## config.mk

```make
export PLATFORM = sky130hd
export DESIGN_NAME = sram_arbiter_flat
export DESIGN_NICKNAME = d
export VERILOG_FILES = /design/src/rtl/sram_arbiter_pkg.sv /design/src/rtl/sram_arbiter_if.sv /design/src/rtl/sram_arbiter_rr_pick.sv /design/src/rtl/sram_arbiter.sv /design/src/flat_wrapper.sv
export SDC_FILE = /design/constraint.sdc
export NUM_CORES = 1
export LEC_CHECK = 0
export BUFFER_PORTS_ARGS = -buffer_cell sky130_fd_sc_hd__buf_2
export CORE_MARGIN = 4
export CORE_UTILIZATION = 25
export DETAILED_ROUTE_END_ITERATION = 10
export GPL_ROUTABILITY_DRIVEN = 0
export PLACE_DENSITY = 0.5
export SLEW_MARGIN = 25
export SYNTH_ARGS = -nofsm -noshare
export SYNTH_HDL_FRONTEND = slang
export SYNTH_SLANG_ARGS = --single-unit
export TNS_END_PERCENT = 20
```

## constraint.sdc

```tcl
create_clock -name clk28 -period 5.9 [get_ports clk28]
set_clock_uncertainty 0.15 [all_clocks]
set_input_delay 1.18 -clock clk28 [delete_from_list [all_inputs] [get_ports clk28]]
set_output_delay 1.18 -clock clk28 [all_outputs]
set_load 0.02 [all_outputs]
```

## src/rtl/sram_arbiter_pkg.sv

```systemverilog
// sram_arbiter_pkg: shared types for the SRAM arbiter.
// FSM state encoding and the fixed channel assignment.
package sram_arbiter_pkg;

  typedef enum logic [1:0] {
    ARB_IDLE,
    ARB_SETUP,
    ARB_ACCESS,
    ARB_TURN
  } arb_state_t;

  localparam int ARB_CH_SCREEN = 0;
  localparam int ARB_CH_CPU    = 1;
  localparam int ARB_CH_UP     = 2;
  localparam int ARB_CH_DMA    = 3;

endpackage

```

## src/rtl/sram_arbiter_if.sv

```systemverilog
// sram_arbiter_if: requester bus plus SRAM pins.
// slave = arbiter side, master = requesters and SRAM.
interface sram_arbiter_if #(
  parameter int NCH = 4,
  parameter int AW  = 19,
  parameter int DW  = 8
);
  logic [NCH-1:0]    req;
  logic [NCH-1:0]    we;
  logic [NCH*AW-1:0] addr;
  logic [NCH*DW-1:0] wdata;
  logic [NCH-1:0]    gnt;
  logic [NCH-1:0]    ack;
  logic [DW-1:0]     rdata;
  logic [AW-1:0]     va;
  logic [DW-1:0]     vd;
  logic [DW-1:0]     vd_o;
  logic              vd_oe;
  logic              n_vrd;
  logic              n_vwr;

  modport slave (
    input  req, we, addr, wdata, vd,
    output gnt, ack, rdata, va,
    output vd_o, vd_oe, n_vrd, n_vwr
  );

  modport master (
    output req, we, addr, wdata, vd,
    input  gnt, ack, rdata, va,
    input  vd_o, vd_oe, n_vrd, n_vwr
  );
endinterface

```

## src/rtl/sram_arbiter_rr_pick.sv

```systemverilog
// sram_arbiter_rr_pick: combinational winner select.
// in: req, urgent, rr_ptr; out: win (one-hot), win_idx, any, hit_urgent.
module sram_arbiter_rr_pick #(
  parameter int NCH = 4,
  parameter int IW  = (NCH > 1) ? $clog2(NCH) : 1
) (
  input  logic [NCH-1:0] req,
  input  logic [NCH-1:0] urgent,
  input  logic [IW-1:0]  rr_ptr,
  output logic [NCH-1:0] win,
  output logic [IW-1:0]  win_idx,
  output logic           any,
  output logic           hit_urgent
);
  logic [NCH-1:0] ureq;
  logic           found;
  logic [IW-1:0]  idx;
  int             j;

  always_comb begin
    ureq       = req & urgent;
    win        = '0;
    win_idx    = '0;
    found      = 1'b0;
    idx        = '0;
    j          = 0;
    any        = |req;
    hit_urgent = |ureq;
    if (hit_urgent) begin
      for (int i = 0; i < NCH; i++) begin
        if (ureq[i] && !found) begin
          found   = 1'b1;
          win_idx = IW'(i);
        end
      end
    end else begin
      // cyclic scan starting at rr_ptr
      for (int k = 0; k < NCH; k++) begin
        j = int'(rr_ptr) + k;
        if (j >= NCH) j = j - NCH;
        idx = IW'(j);
        if (req[idx] && !found) begin
          found   = 1'b1;
          win_idx = idx;
        end
      end
    end
    if (found) win[win_idx] = 1'b1;
  end

endmodule

```

## src/rtl/sram_arbiter.sv

```systemverilog
// sram_arbiter: N-channel arbiter/sequencer for the shared SRAM.
// clk28/rst plain; bus (slave) carries req/we/addr/wdata/gnt/ack/rdata + SRAM pins.
module sram_arbiter
  import sram_arbiter_pkg::*;
#(
  parameter int NCH        = 4,
  parameter int AW         = 19,
  parameter int DW         = 8,
  parameter int ACC_CYCLES = 2,
  parameter logic [NCH-1:0] URGENT_MASK = {{(NCH-1){1'b0}}, 1'b1}
) (
  input logic           clk28,
  input logic           rst,
  sram_arbiter_if.slave bus
);
  localparam int IW = (NCH > 1) ? $clog2(NCH) : 1;
  localparam int CW = (ACC_CYCLES > 1) ? $clog2(ACC_CYCLES) : 1;

  arb_state_t     state_q, state_d;
  logic [CW-1:0]  cnt_q, cnt_d;
  logic [NCH-1:0] cur_q, cur_d;
  logic           we_q, we_d;
  logic [IW-1:0]  rr_q, rr_d;
  logic [NCH-1:0] gnt_q, gnt_d;
  logic [NCH-1:0] ack_q, ack_d;
  logic [DW-1:0]  rdata_q, rdata_d;
  logic [AW-1:0]  va_q, va_d;
  logic [DW-1:0]  vd_o_q, vd_o_d;
  logic           vd_oe_q, vd_oe_d;
  logic           n_vrd_q, n_vrd_d;
  logic           n_vwr_q, n_vwr_d;

  logic           last;
  logic           take;
  logic [NCH-1:0] done;
  logic [NCH-1:0] pend;
  logic [NCH-1:0] win;
  logic [IW-1:0]  win_idx;
  logic           any;
  logic           hit_urgent;

  assign last = (state_q == ARB_ACCESS) &&
                (cnt_q == CW'(ACC_CYCLES - 1));

  // The channel being acked still shows req this cycle;
  // keep it out so it is not re-granted on a stale level.
  assign done = last ? cur_q : ack_q;
  assign pend = bus.req & ~done;

  sram_arbiter_rr_pick #(
    .NCH (NCH),
    .IW  (IW)
  ) u_pick (
    .req        (pend),
    .urgent     (URGENT_MASK),
    .rr_ptr     (rr_q),
    .win        (win),
    .win_idx    (win_idx),
    .any        (any),
    .hit_urgent (hit_urgent)
  );

  always_comb begin
    state_d = state_q;
    cnt_d   = cnt_q;
    cur_d   = cur_q;
    we_d    = we_q;
    rr_d    = rr_q;
    gnt_d   = '0;
    ack_d   = '0;
    rdata_d = rdata_q;
    va_d    = va_q;
    vd_o_d  = vd_o_q;
    vd_oe_d = vd_oe_q;
    n_vrd_d = n_vrd_q;
    n_vwr_d = n_vwr_q;
    take    = 1'b0;
    unique case (state_q)
      ARB_IDLE: take = any;
      ARB_SETUP: begin
        state_d = ARB_ACCESS;
        cnt_d   = '0;
        n_vrd_d = we_q;
        n_vwr_d = ~we_q;
      end
      ARB_ACCESS: begin
        if (last) begin
          n_vrd_d = 1'b1;
          n_vwr_d = 1'b1;
          ack_d   = cur_q;
          if (we_q) begin
            state_d = ARB_TURN;
            vd_oe_d = 1'b0;
          end else begin
            rdata_d = bus.vd;
            state_d = ARB_IDLE;
            take    = any;
          end
        end else begin
          cnt_d = cnt_q + CW'(1);
        end
      end
      ARB_TURN: state_d = ARB_IDLE;
      default:  state_d = ARB_IDLE;
    endcase
    if (take) begin
      state_d = ARB_SETUP;
      gnt_d   = win;
      cur_d   = win;
      we_d    = bus.we[win_idx];
      va_d    = bus.addr[int'(win_idx)*AW +: AW];
      vd_o_d  = bus.wdata[int'(win_idx)*DW +: DW];
      vd_oe_d = bus.we[win_idx];
      if (!hit_urgent) begin
        rr_d = (win_idx == IW'(NCH - 1)) ?
               '0 : win_idx + IW'(1);
      end
    end
  end

  always_ff @(posedge clk28) begin
    if (rst) begin
      state_q <= ARB_IDLE;
      cnt_q   <= '0;
      cur_q   <= '0;
      we_q    <= 1'b0;
      rr_q    <= '0;
      gnt_q   <= '0;
      ack_q   <= '0;
      rdata_q <= '0;
      va_q    <= '0;
      vd_o_q  <= '0;
      vd_oe_q <= 1'b0;
      n_vrd_q <= 1'b1;
      n_vwr_q <= 1'b1;
    end else begin
      state_q <= state_d;
      cnt_q   <= cnt_d;
      cur_q   <= cur_d;
      we_q    <= we_d;
      rr_q    <= rr_d;
      gnt_q   <= gnt_d;
      ack_q   <= ack_d;
      rdata_q <= rdata_d;
      va_q    <= va_d;
      vd_o_q  <= vd_o_d;
      vd_oe_q <= vd_oe_d;
      n_vrd_q <= n_vrd_d;
      n_vwr_q <= n_vwr_d;
    end
  end

  assign bus.gnt   = gnt_q;
  assign bus.ack   = ack_q;
  assign bus.rdata = rdata_q;
  assign bus.va    = va_q;
  assign bus.vd_o  = vd_o_q;
  assign bus.vd_oe = vd_oe_q;
  assign bus.n_vrd = n_vrd_q;
  assign bus.n_vwr = n_vwr_q;

endmodule
```

## src/flat_wrapper.sv

```systemverilog
// flat-port wrapper written by rule: the top's interface ports become plain ports
module sram_arbiter_flat import sram_arbiter_pkg::*;
#(
  parameter int NCH        = 4,
  parameter int AW         = 19,
  parameter int DW         = 8,
  parameter int ACC_CYCLES = 2,
  parameter logic [NCH-1:0] URGENT_MASK = {{(NCH-1){1'b0}}, 1'b1}
)
  (clk28, rst, bus_req, bus_we, bus_addr, bus_wdata, bus_vd, bus_gnt, bus_ack, bus_rdata, bus_va, bus_vd_o, bus_vd_oe, bus_n_vrd, bus_n_vwr);
  sram_arbiter_if #(.NCH(NCH), .AW(AW), .DW(DW)) bus_i ();
  input logic clk28;
  input logic rst;
  input wire logic [$bits(bus_i.req)-1:0] bus_req;
  input wire logic [$bits(bus_i.we)-1:0] bus_we;
  input wire logic [$bits(bus_i.addr)-1:0] bus_addr;
  input wire logic [$bits(bus_i.wdata)-1:0] bus_wdata;
  input wire logic [$bits(bus_i.vd)-1:0] bus_vd;
  output wire logic [$bits(bus_i.gnt)-1:0] bus_gnt;
  output wire logic [$bits(bus_i.ack)-1:0] bus_ack;
  output wire logic [$bits(bus_i.rdata)-1:0] bus_rdata;
  output wire logic [$bits(bus_i.va)-1:0] bus_va;
  output wire logic [$bits(bus_i.vd_o)-1:0] bus_vd_o;
  output wire logic [$bits(bus_i.vd_oe)-1:0] bus_vd_oe;
  output wire logic [$bits(bus_i.n_vrd)-1:0] bus_n_vrd;
  output wire logic [$bits(bus_i.n_vwr)-1:0] bus_n_vwr;
  assign bus_i.req = bus_req;
  assign bus_i.we = bus_we;
  assign bus_i.addr = bus_addr;
  assign bus_i.wdata = bus_wdata;
  assign bus_i.vd = bus_vd;
  assign bus_gnt = bus_i.gnt;
  assign bus_ack = bus_i.ack;
  assign bus_rdata = bus_i.rdata;
  assign bus_va = bus_i.va;
  assign bus_vd_o = bus_i.vd_o;
  assign bus_vd_oe = bus_i.vd_oe;
  assign bus_n_vrd = bus_i.n_vrd;
  assign bus_n_vwr = bus_i.n_vwr;
  sram_arbiter #(.NCH(NCH), .AW(AW), .DW(DW), .ACC_CYCLES(ACC_CYCLES), .URGENT_MASK(URGENT_MASK)) u_core (.clk28(clk28), .rst(rst), .bus(bus_i));
endmodule
```

==> results of run 1 <==
[registers in the layout, summed over array words and instances, names as in the netlist]
signal	count
u_core.cur_q	4
u_core.bus.ack	4
u_core.state_q	2
u_core.bus.n_vrd	1
u_core.bus.vd_o	8
u_core.bus.gnt	4
u_core.bus.va	19
u_core.we_q	1
u_core.rr_q	2
u_core.cnt_q	1
u_core.bus.rdata	8
u_core.bus.n_vwr	1
u_core.bus.vd_oe	1
[worst min-delay path by stage]
stage                             start             endpoint  slack, ns  depth (start not counted)
floorplan               u_core.cur_q[0]      u_core.cur_q[0]       0.29                          1
detailed placement    u_core.bus.va[12]    u_core.bus.va[12]       0.29                          2
finish              u_core.bus.rdata[5]  u_core.bus.rdata[5]       0.31                          2
global route         u_core.bus.vd_o[7]   u_core.bus.vd_o[7]       0.33                          2
global placement     u_core.bus.vd_o[2]   u_core.bus.vd_o[2]       0.29                          2
CTS                 u_core.bus.rdata[5]  u_core.bus.rdata[5]       0.31                          2
[layout by cell type, fill, tap and decap left out, types with 8 or more instances in the layout]
cell type | synthesis | routed
buf_2 | 3 | 171
o221ai_1 | 11 | 11
o211ai_2 | 8 | 8
a21oi_1 | 13 | 13
dfxtp_1 | 56 | 56
ha_1 | 8 | 8
o221ai_2 | 10 | 10
a21bo_1 | 8 | 8
mux2i_1 | 50 | 50
nand2_1 | 48 | 48
inv_1 | 8 | 8
nand3_1 | 9 | 9
o21ai_0 | 11 | 11
[stage by stage]
step / cells / area [um2] / power [mW]
finish: 645 / 4210 / 1.13
global route: 645 / 4210 / 1.19
CTS: 645 / 4210 / 1.14
detailed placement: 637 / 4070 / 0.836
global placement: 637 / 4070 / 0.830
floorplan: 314 / 3120 / 0.717
[final cells by class]
| class | instances | area [um2] | area share, % |
|---|---|---|---|
| sequential | 56 | 1120 | 26.6 |
| inverter | 9 | 33.8 | 0.802 |
| timing repair buffer | 174 | 878 | 20.8 |
| clock inverter | 3 | 21.3 | 0.505 |
| multi-input combinational | 230 | 1820 | 43.3 |
| tap | 168 | 210 | 4.99 |
| clock buffer | 5 | 125 | 2.97 |
[worst register-to-register path: cells and delay by family (launching register included)]
kind	cells	cell delay [ns]
AO/OA/AOI/OAI	2	0.50
AND/OR/NAND/NOR	2	0.83
buffers and inverters	2	0.59
adder cells (fa/ha/maj)	1	0.43
multiplexers	2	0.63
flip-flops	1	0.35
[cell usage after synthesis (8+ instances only)]
| cell | n |
|---|---|
| a21bo_1 | 8 |
| a21oi_1 | 13 |
| buf_4 | 10 |
| dfxtp_1 | 56 |
| ha_1 | 8 |
| inv_1 | 8 |
| mux2i_1 | 50 |
| nand2_1 | 48 |
| nand3_1 | 9 |
| o211ai_2 | 8 |
| o21ai_0 | 11 |
| o221ai_1 | 11 |
| o221ai_2 | 10 |
[where the power goes]
group	total, mW	switching, mW	leakage [nW]	internal (mW)
Sequential	0.462	0.0309	0.459	0.431
Combinational	0.361	0.216	1.60	0.145
Clock	0.304	0.146	0.0702	0.159
Total	1.13	0.392	2.13	0.734
[cells by family after synthesis]
logic type / count (synthesis) / share of synthesized area [%]
adders and majority gates: 8 / 3.20
DFF: 56 / 35.9
AOI/OAI and AO/OA: 80 / 23.5
muxes: 51 / 16.5
and+or+nand+nor: 91 / 15.1
buffers and inverters: 28 / 5.77
[layer usage]
metal	share of wire (%)	wire length, um	track usage (%)
met5	0	0	0
met4	0.83	80	2.08
met3	8.5	822	4.05
met2	49	4750	23.1
met1	42	4040	15.5
==> results.json, run 1 <==
{
  "dp_hpwl_mm": 7.65,
  "clk_latency_ns": 0.29,
  "hold_class": "reg -> reg",
  "cts_sinks": 56,
  "drv_slew": 0,
  "tritoncts": "built",
  "path_class": "reg -> reg",
  "endpoint_kind": "register",
  "grt_overflow": 0,
  "first_iter_violations": 125,
  "viasPerCell": 4.53,
  "reg2reg_setup_slack_ns": 2.28,
  "grt_pass1_wl_mm": 15.2,
  "ys_seq_elements": 56,
  "dp_worst_setup_slack_ns": 2.08,
  "yosysSeqAreaShare_pct": 35.9,
  "cts_buffers": 5,
  "crit_fanout": 28,
  "syn-num-nets": 448,
  "fillers": 1280,
  "drc_errors": 0,
  "syn_area_mm2": 0.00312,
  "fin_crit_sh_pct": 61.4,
  "holdWs_ns": 0.306,
  "rsz0062_at_grt": "false",
  "fin_nets": 610,
  "synth.top_cell.area_share_pct": 35.9,
  "grt_pass1_vias": 2961,
  "synth_top_flop_cell": "dfxtp_1",
  "synth.avg_cell_area_um2": 9.95,
  "die_w_um": 120,
  "io_buffers": 171,
  "cpPeakStageDelay_ns": 0.53,
  "path_cells": "inv_1, ha_1, and2_1, mux2i_1, o21a_1, nand2_2, buf_4, mux2i_1, o221ai_2",
  "ir_worst_vdd_mv": 0.136,
  "setup_viol": 0,
  "groute.usage.overall_pct": 12.9,
  "synthTopCellsByArea": "dfxtp_1, mux2i_1, nand2_1",
  "antenna_left": 0,
  "cp_common_cell": "mux2i_1",
  "utilization_pct": 34.8,
  "endpoint": "u_core.bus.va[16]",
  "hold_viol": 0,
  "synth_edf_count": 0,
  "p_leak_nw": 2.13,
  "start_util_pct": 25.8,
  "critPathBufInv": 2,
  "die_y_um": 120,
  "rows": 40,
  "max_freq_mhz": 276,
  "reg2reg_depth": 9,
  "status": "complete, no violations",
  "ys_async_sr_fraction_pct": 0,
  "netlist_instances": 314,
  "max_cap_violations": 0,
  "synth.distinct_cells": 44,
  "root_buffer": "clkbuf_16",
  "path_delay_family": "simple AND/OR/NAND/NOR gates",
  "slowest_stage": "nand2_2",
  "finalSetupTns_ns": 0,
  "startpoint_type": "register",
  "antenna_found_initial": 0,
  "tightest_slew_ns": 0.984,
  "antennaDiodeCount": 0,
  "r2r-start": "u_core.state_q[0]",
  "syn_to_final_growth_pct": 34.8,
  "post-cts-setup-buffer-count": 0,
  "period_needed_ns": 3.62,
  "synth_top_area_cell": "dfxtp_1",
  "fp.dieArea_mm2": 0.0143,
  "fin_ws_ns": 2.28,
  "htreeDepth": 2,
  "cp.depth": 9,
  "drive_gt1_share_pct": 45.1,
  "via_count": 2921,
  "wl_per_cell_um": 15.0,
  "clock_path_buffers": 2,
  "worstPathArrival_ns": 3.62,
  "coreArea_mm2": 0.0121,
  "ctsHoldBuffers": 0,
  "drt-pass1-iter-count": 4,
  "synth_warnings": 0,
  "p_per_area_mw_per_mm2": 267,
  "cts_resized": 0,
  "grt_start_max_net_pins": 30,
  "clk_pin_slew_ns": 0.08,
  "ios": 172,
  "maxSlewHeadroom_pct": 34.2,
  "rr_endpoint": "u_core.bus.va[16]",
  "wl_mm": 9.69,
  "critical_path_required_ns": 5.90,
  "startpoint": "u_core.state_q[0]"
}
No activity file was read; power rests on OpenSTA's default activity.
==> run 2, diff against run 1 <==
- clock period: 5.9 -> 3.7 ns (I/O delays scaled with it)
==> run 2 against run 1 <==
  * Register-to-register slack got worse by 1.8 ns
  * Clock power is 65% higher
  * Cell area up 1.5%
  * Count of clock-buffer cells in the layout grew 1
  * Sequential cell count unchanged
  * Hold slack worse by 0.00095 ns
  * Sequential power grew 59%
==> results.json, run 2 (same netlist as run 1, synthesis figures left out) <==
{
  "power_mw": 1.83,
  "htreeDepth": 2,
  "crit_fanout": 21,
  "fin_crit_sh_pct": 86.8,
  "grt_overflow": 0,
  "period_needed_ns": 3.21,
  "holdWs_ns": 0.305,
  "slowest_stage": "ha_1",
  "fillers": 1280,
  "cts_buffers": 5,
  "worstPathArrival_ns": 3.23,
  "placed_area_mm2": 0.00412,
  "antenna_found_initial": 0,
  "setup_viol": 0,
  "tightest_slew_ns": 0.747,
  "finalSetupTns_ns": 0,
  "die_y_um": 120,
  "drt-pass1-iter-count": 4,
  "die_w_um": 120,
  "fin_nets": 614,
  "max_cap_violations": 0,
  "root_buffer": "clkbuf_16",
  "fp.dieArea_mm2": 0.0143,
  "critical_path_required_ns": 3.72,
  "dp_hpwl_mm": 7.94,
  "maxSlewHeadroom_pct": 49.7,
  "endpoint_kind": "register",
  "drv_slew": 0,
  "io_buffers": 171,
  "placed_cells": 641,
  "instances_no_fill": 649,
  "ctsHoldBuffers": 0,
  "p_leak_nw": 2.17,
  "dp_worst_setup_slack_ns": 0.462,
  "grt_pass1_vias": 3045,
  "groute.usage.overall_pct": 13.4,
  "fin_ws_ns": 0.487,
  "clock_path_buffers": 2,
  "utilization_pct": 35.3,
  "path_class": "reg -> reg",
  "path_cells": "inv_1, ha_1, and2_1, mux2i_1, o21a_1, nand2_2, buf_4, mux2i_1, o221ai_1",
  "rsz0062_at_grt": "false",
  "final_common_cell": "buf_2",
  "ir_worst_vdd_mv": 0.213,
  "ios": 172,
  "coreArea_mm2": 0.0121,
  "start_util_pct": 25.8,
  "cts_sinks": 56,
  "clk_latency_ns": 0.30,
  "viasPerCell": 4.56,
  "layout_common_cells": "buf_2, dfxtp_1, mux2i_1, nand2_1, a21oi_1",
  "antenna_left": 0,
  "syn_to_final_growth_pct": 36.8,
  "rows": 40,
  "first_iter_violations": 162,
  "largest_reg_flops": 19,
  "via_count": 2960,
  "cpPeakStageDelay_ns": 0.42,
  "fin_area_mm2": 0.00427,
  "clk_pin_slew_ns": 0.07,
  "wl_per_cell_um": 15.2,
  "post-cts-setup-buffer-count": 0,
  "wl_mm": 9.84,
  "drc_errors": 0,
  "cp_common_cell": "mux2i_1",
  "startpoint_type": "register",
  "grt_start_max_net_pins": 25,
  "p_per_area_mw_per_mm2": 427,
  "hold_viol": 0,
  "antennaDiodeCount": 0,
  "max_freq_mhz": 311,
  "status": "complete, no violations",
  "cts_resized": 0,
  "tritoncts": "built",
  "drive_gt1_share_pct": 45.5,
  "hold_class": "reg -> reg",
  "grt_pass1_wl_mm": 15.5
}
==> run 2: cell count changes in the layout (fill, tap and decap cells not counted), sizes merged <==
cell,before,now
buf,174,178
clkbuf,5,6
clkinvlp,1,0
==> run 2: area by class of cell <==
class	count	area, um2	area share (%)
clock buffers	6	139	3.25
inverters	9	33.8	0.790
clock inverters	2	13.8	0.322
well taps	168	210	4.92
flip-flops and latches	56	1120	26.2
repair buffers	178	933	21.8
multi-input cells	230	1820	42.7
==> run 2: metal layers <==
layer,share of wire [%],GRT usage (%),up-vias
li1,-,-,1480
met1,41,15.5,1355
met2,49,24.2,114
met3,8.4,4.34,11
met4,1.2,2.93,0
met5,0,0,-
==> run 2: worst paths after layout <==
kind                            cells past startpoint  slack (ns)                 from                  end
worst max-delay path                                9        0.49    u_core.state_q[0]     u_core.bus.va[7]
worst min-delay path                                2        0.31  u_core.bus.rdata[5]  u_core.bus.rdata[5]
worst max register to register                      9        0.49    u_core.state_q[0]     u_core.bus.va[7]
worst min register to register                      2        0.31  u_core.bus.rdata[5]  u_core.bus.rdata[5]
==> run 2: critical path: cells and delay by family (launching register included) <==
kind | cells | cell delay [ns]
buffers and inverters | 2 | 0.46
flip-flops | 1 | 0.34
AND/OR/NAND/NOR | 2 | 0.60
adder cells (fa/ha/maj) | 1 | 0.42
AO/OA/AOI/OAI | 2 | 0.53
multiplexers | 2 | 0.56
==> run 2: power breakdown <==
group / switching (mW) / internal, mW
clock network: 0.231 / 0.272
registers: 0.0486 / 0.687
logic: 0.346 / 0.241
